==> src/rtl/hazard_ctrl.sv <==
`default_nettype none
// ============================================================================
// Module      : hazard_ctrl
// Description : Forwarding-select, stall, flush and freeze control for the
//               5-stage MIPS pipeline.
// Revision    : 1.0 - initial release
// ============================================================================
module hazard_ctrl #(
  parameter int REG_W = 5,
  parameter int CNT_W = 32
) (
  input  logic             clk,
  input  logic             rst,
  input  logic             id_valid,
  input  logic [REG_W-1:0] id_rs,
  input  logic [REG_W-1:0] id_rt,
  input  logic             id_use_rs,
  input  logic             id_use_rt,
  input  logic [REG_W-1:0] id_dest,
  input  logic             id_reg_write,
  input  logic             id_mem_read,
  input  logic             id_mem_access,
  input  logic             ex_branch_taken,
  input  logic             dmem_ready,
  output logic [1:0]       fwd_a_sel,
  output logic [1:0]       fwd_b_sel,
  output logic             pc_en,
  output logic             ifid_en,
  output logic             ifid_flush,
  output logic             idex_flush,
  output logic             stage_en,
  output logic [CNT_W-1:0] stall_cycles
);

  localparam logic [CNT_W-1:0] c_CNT_MAX = '1;

  logic             r_ex_valid, r_ex_use_rs, r_ex_use_rt;
  logic             r_ex_reg_write, r_ex_mem_read, r_ex_mem_access;
  logic [REG_W-1:0] r_ex_rs, r_ex_rt, r_ex_dest;
  logic             r_mem_valid, r_mem_reg_write, r_mem_mem_access;
  logic [REG_W-1:0] r_mem_dest;
  logic             r_wb_valid, r_wb_reg_write;
  logic [REG_W-1:0] r_wb_dest;
  logic [CNT_W-1:0] r_stall_cycles;

  logic w_freeze;
  logic w_load_use;

  assign w_freeze   = r_mem_valid & r_mem_mem_access & ~dmem_ready;
  assign w_load_use = id_valid & r_ex_valid & r_ex_mem_read & (r_ex_dest != '0) &
                      ((id_use_rs & (id_rs == r_ex_dest)) |
                       (id_use_rt & (id_rt == r_ex_dest)));

  // Priority: freeze > taken branch > load-use > normal flow.
  always_comb begin
    pc_en      = 1'b1;
    ifid_en    = 1'b1;
    ifid_flush = 1'b0;
    idex_flush = 1'b0;
    stage_en   = 1'b1;
    if (w_freeze) begin
      pc_en    = 1'b0;
      ifid_en  = 1'b0;
      stage_en = 1'b0;
    end else if (ex_branch_taken) begin
      ifid_flush = 1'b1;
      idex_flush = 1'b1;
    end else if (w_load_use) begin
      pc_en      = 1'b0;
      ifid_en    = 1'b0;
      idex_flush = 1'b1;
    end
  end

  // MEM holds the newer value, so it wins over WB; r0 is hardwired zero.
  always_comb begin
    fwd_a_sel = 2'b00;
    if (r_ex_valid && r_ex_use_rs && (r_ex_rs != '0)) begin
      if (r_mem_valid && r_mem_reg_write && (r_mem_dest == r_ex_rs))
        fwd_a_sel = 2'b10;
      else if (r_wb_valid && r_wb_reg_write && (r_wb_dest == r_ex_rs))
        fwd_a_sel = 2'b01;
    end
  end

  always_comb begin
    fwd_b_sel = 2'b00;
    if (r_ex_valid && r_ex_use_rt && (r_ex_rt != '0)) begin
      if (r_mem_valid && r_mem_reg_write && (r_mem_dest == r_ex_rt))
        fwd_b_sel = 2'b10;
      else if (r_wb_valid && r_wb_reg_write && (r_wb_dest == r_ex_rt))
        fwd_b_sel = 2'b01;
    end
  end

  always_ff @(posedge clk) begin
    if (rst) begin
      r_ex_valid       <= 1'b0;
      r_ex_use_rs      <= 1'b0;
      r_ex_use_rt      <= 1'b0;
      r_ex_reg_write   <= 1'b0;
      r_ex_mem_read    <= 1'b0;
      r_ex_mem_access  <= 1'b0;
      r_ex_rs          <= '0;
      r_ex_rt          <= '0;
      r_ex_dest        <= '0;
      r_mem_valid      <= 1'b0;
      r_mem_reg_write  <= 1'b0;
      r_mem_mem_access <= 1'b0;
      r_mem_dest       <= '0;
      r_wb_valid       <= 1'b0;
      r_wb_reg_write   <= 1'b0;
      r_wb_dest        <= '0;
      r_stall_cycles   <= '0;
    end else begin
      if (stage_en) begin
        r_wb_valid       <= r_mem_valid;
        r_wb_reg_write   <= r_mem_reg_write;
        r_wb_dest        <= r_mem_dest;
        r_mem_valid      <= r_ex_valid;
        r_mem_reg_write  <= r_ex_reg_write;
        r_mem_mem_access <= r_ex_mem_access;
        r_mem_dest       <= r_ex_dest;
        r_ex_valid       <= id_valid & ~idex_flush;
        r_ex_use_rs      <= id_use_rs;
        r_ex_use_rt      <= id_use_rt;
        r_ex_reg_write   <= id_reg_write;
        r_ex_mem_read    <= id_mem_read;
        r_ex_mem_access  <= id_mem_access;
        r_ex_rs          <= id_rs;
        r_ex_rt          <= id_rt;
        r_ex_dest        <= id_dest;
      end
      if (!pc_en && (r_stall_cycles != c_CNT_MAX))
        r_stall_cycles <= r_stall_cycles + CNT_W'(1);
    end
  end

  assign stall_cycles = r_stall_cycles;

endmodule
`default_nettype wire

==> config.mk <==
export PLATFORM = sky130hd
export DESIGN_NAME = hazard_ctrl
export DESIGN_NICKNAME = d
export VERILOG_FILES = /design/src/rtl/hazard_ctrl.sv
export SDC_FILE = /design/constraint.sdc
export NUM_CORES = 1
export LEC_CHECK = 0
export BUFFER_PORTS_ARGS = -buffer_cell sky130_fd_sc_hd__buf_2
export CORE_UTILIZATION = 59
export CTS_CLUSTER_DIAMETER = 120
export DETAILED_ROUTE_END_ITERATION = 8
export PLACE_DENSITY_LB_ADDON = 0.1
export SETUP_SLACK_MARGIN = 0.2
export SLEW_MARGIN = 10
export SYNTH_ARGS = -nofsm -noshare
export SYNTH_HDL_FRONTEND = slang
export SYNTH_SLANG_ARGS = --single-unit
export TNS_END_PERCENT = 5
==> constraint.sdc <==
create_clock -name clk -period 5.9 [get_ports clk]
set_input_delay 0.885 -clock clk [delete_from_list [all_inputs] [get_ports clk]]
set_output_delay 0.885 -clock clk [all_outputs]
set_load 0.005 [all_outputs]
After elaboration in Yosys (flattened, before gate mapping)
Cells that the tools add are included.

storage, ports and cells
  bits in registers = 68
  input port bits = 25

operators by class
  add/subtract/negate cells = 1
  reductions and logical operators = 15
  bitwise operators = 12
  eq/ne operators = 7
  multiplexer cells = 15

operator list
  kind                                                             count
  32-bit by 1-bit adder with 32-bit output, second input constant  1
  32-bit != test, second input constant                            1
  5-bit == test                                                    6
  5-bit nonzero test                                               3
  1-bit logical AND                                                11
  1-bit 2-to-1 mux                                                 11
  1-bit AND                                                        9
  2-bit 2-to-1 mux                                                 4
  1-bit inverter                                                   2
  1-bit logical NOT                                                1
  1-bit OR                                                         1

Longest topological paths before layout
  word-level depth = 9
  depth in mapped cells = 9

Worst setup path after synthesis
OpenSTA, ideal clock, no wires.

  path kind = input to output
  from = in dmem_ready
  to = out pc_en
  data required time = 5015 ps
  cell stages on the path = 5
  arrival = 1754 ps
  slack = 3261 ps
  path buffers = 3
  cell sequence = and3b_1 > clkbuf_1 > clkbuf_1 > a31oi_1 > buf_4

on the way
  word-level cells in the longest chain between the ends = 3

RTL lines
  element           RTL line  RTL
  start, declared   24        input logic dmem_ready,
  1-bit inverter    49        assign w_freeze = r_mem_valid & r_mem_mem_access & ~dmem_ready;
  1-bit AND         49
  1-bit 2-to-1 mux  --
  end, declared     27        output logic pc_en,

Every way passes these cells.

Worst setup path in the final report
  from = in dmem_ready
  to = reg r_stall_cycles[16] (netlist: stall_cycles[16])

on the way
  word-level cells in the longest chain between the ends = 5

RTL lines
  element               RTL line  RTL
  1-bit inverter        49
  1-bit AND             49
  1-bit 2-to-1 mux      61        if (w_freeze) begin
  1-bit logical NOT     134       if (!pc_en && (r_stall_cycles != c_CNT_MAX))
  1-bit logical AND     134
  end signal, assigned  135       r_stall_cycles <= r_stall_cycles + CNT_W'(1);
  end, declared         44        logic [CNT_W-1:0] r_stall_cycles;

Every way passes these cells.
A chain may end at the register's enable or synchronous reset.

==> results_dict.tcl <==
set metrics [dict create \
    drive_gt1_frac 0.1996 \
    stdcell_count 541 \
    p_leak_nw 1.530 \
    cts_sinks 68 \
    synthCells 414 \
    period_minus_slack_ps 3284 \
    cp.required_ps 6130 \
    cp.buffers_inverters 3 \
    synth_nets 440 \
    nets 493 \
    cp-end-kind "register" \
    routed_wl_um 7740 \
    final-seq-area_um2 1361 \
    start_kind "primary input" \
    pwr_density_cell_nw_per_um2 232.4 \
    vias_per_cell 5.832 \
    area_delta_synth_final_pct 14.94 \
    core_um2 5238 \
    dp.final_hpwl_um 5196 \
    fmax_ghz 0.3045 \
    overflow 0 \
    start_util 0.6302 \
    postCtsSetupBuffers 0 \
    antenna-diode-count 0 \
    status "complete, no violations" \
    die_h_um 76.80 \
    worstPathCellList "buf_2 -> and3b_1 -> buf_4 -> inv_2 -> o221ai_2 -> nand3_2 -> nor4b_1 -> mux2_2" \
    antenna_found_initial 0 \
    clockBufferDepth 2 \
    firstDrtPassIters 4 \
    ys.flop_type "dfxtp_1" \
    setup_violations 0 \
    slowest_delay_ps 560 \
    cp_top_family "simple AND/OR/NAND/NOR gates" \
    grt_pass1_vias 2853 \
    cts-root-buf "clkbuf_8" \
    arrival_ps 3510 \
    dpl.cell_count 526 \
    yosysMostFrequentCell "nand2_1" \
    dieArea_um2 5897 \
    async_flop_share 0 \
    vias 3155 \
    tightest_slew_ps 764.5 \
    route.detailed.drc 0 \
    fillers 419 \
    yosys-top-cells-count "nand2_1 (79), dfxtp_1 (68), a21oi_1 (54)" \
    critPathSlowestCell "nand3_2" \
    crit_fanout 40 \
    grtUsageTotal 0.2716 \
    fin_skew_ps 8.756 \
    yosysSeqAreaShare 0.4124 \
    cts_max_level 3 \
    cts_tree "done" \
    grt_max_degree 78 \
    synth_area_leaders "dfxtp_1 (41%), nand2_1 (9.0%), a21oi_1 (8.2%), xnor2_1 (5.3%), xor2_1 (3.4%)" \
    numPortBuffers 65 \
    place_congestion 0.8495 \
    tns_ps 0 \
    cts.clk_slew.worst_paths_ps 70 \
    yosys.area.top_type "dfxtp_1" \
    syn_avg_cell_area_um2 7.973 \
    crit_type "primary input to register" \
    row_count 26 \
    drtIter0Drc 248 \
    maxSlewViolCount 0 \
    detail-route-antenna-nets 0 \
    power_uw 881.7 \
    min_period_over_period 0.5566 \
    cap_violations 0 \
    multi_input_area_um2 1824 \
    synth_edf_count 0 \
    ys_ff_latch 68 \
    hold_class "register to register" \
    ys_types 38 \
    slew_headroom 0.4903 \
    die_x_um 76.80 \
    netlist.area_leader.share 0.4124 \
    cts_buffers 9 \
    grt_pass1_wl_um 12770 \
    final-hold-violation-count 0 \
    rsz0062_at_grt "no" \
    ioPinCount 66 \
    yosysWarnings 0 \
    routedWlPerCell_um 14.31 \
    post_cts_resized 0 \
    synth_area_um2 3301 \
    cts-hold-fix-buffers 0 \
    vdd_drop_max_mv 0.1252 \
    insertion_delay_ps 340 \
]
-- sequential cells by signal, summed over array words and instances, names as in the netlist, 5 cells and up --
name,count
r_wb_dest,5
r_mem_dest,5
r_ex_rs,5
stall_cycles,32
r_ex_rt,5
r_ex_dest,5
-- final timing paths --
kind / start / slack (ps) / to / cells after the start
setup / recovery: dmem_ready / 2620 / stall_cycles[16] / 8
hold / removal: r_ex_reg_write / 450 / r_ex_reg_write / 2
setup reg to reg: r_mem_valid / 2950 / stall_cycles[16] / 7
hold reg to reg: r_ex_reg_write / 450 / r_ex_reg_write / 2
-- final cells by class --
class / instances / share of cell area
tap: 70 / 0.02309
timing repair buffer: 67 / 0.08971
multi-input combinational: 318 / 0.4809
sequential: 68 / 0.3588
inverter: 3 / 0.002968
clock inverter: 2 / 0.002639
clock buffer: 13 / 0.04189
-- worst min-delay path: stages (launching register included) --
cell	delay, ps
dfxtp_1	310
nand2_1	50
a21oi_1	50
-- per-stage QoR --
step | hold WS, ps | cell area, µm² | setup WS (ps) | utilization
finish | 453.2 | 3794 | 2616 | 0.7243
floorplan | 432.1 | 3301 | 3261 | -
global route | 476.6 | 3794 | 2323 | 0.7243
global placement | 439.9 | 3625 | 2319 | 0.6921
detailed placement | 447.0 | 3625 | 2277 | 0.6921
CTS | 456.1 | 3794 | 2647 | 0.7243
-- report_power, final --
part	switching (mW)	internal, mW	leakage, nW
clock	0.168	0.172	0.0893
combinational	0.0306	0.0267	0.885
sequential	0.0137	0.470	0.555
-- cell families (layout without fill, tap and decap cells) --
kind of cell,after synthesis,count (layout),synth area share
muxes,10,10,0.03374
and+or+nand+nor,195,195,0.2964
xor gates and xnor gates,33,33,0.08757
buffers and inverters,28,85,0.03487
DFF,68,68,0.4124
adders and majority gates,1,1,0.003790
AOI/OAI and AO/OA,79,79,0.1312
-- per-layer routing --
metal / wire length (µm) / GRT usage / up-vias
li1: - / - / 1562
met1: 3493 / 0.3475 / 1468
met2: 3700 / 0.4357 / 111
met3: 422 / 0.05119 / 14
met4: 123 / 0.1365 / 0
met5: 0 / 0 / -
-- cells in the final DEF, fill, tap and decap left out, types with 2 or more instances in the layout --
cell	instances
or4_1	9
xnor2_1	20
a21oi_1	54
inv_1	2
clkbuf_8	11
dfxtp_1	68
nor3b_1	3
nor2b_1	9
nand4_1	14
buf_2	65
and3_1	4
nor3_1	9
xor2_1	13
nor2_1	22
nand3_1	17
and4_1	3
nor4_1	8
o31ai_1	7
o21ai_0	12
clkbuf_1	2
buf_4	2
clkinv_2	2
mux2_2	9
nand2_1	79
or3_1	12
o211ai_1	2
(Power assumes the default switching activity.)
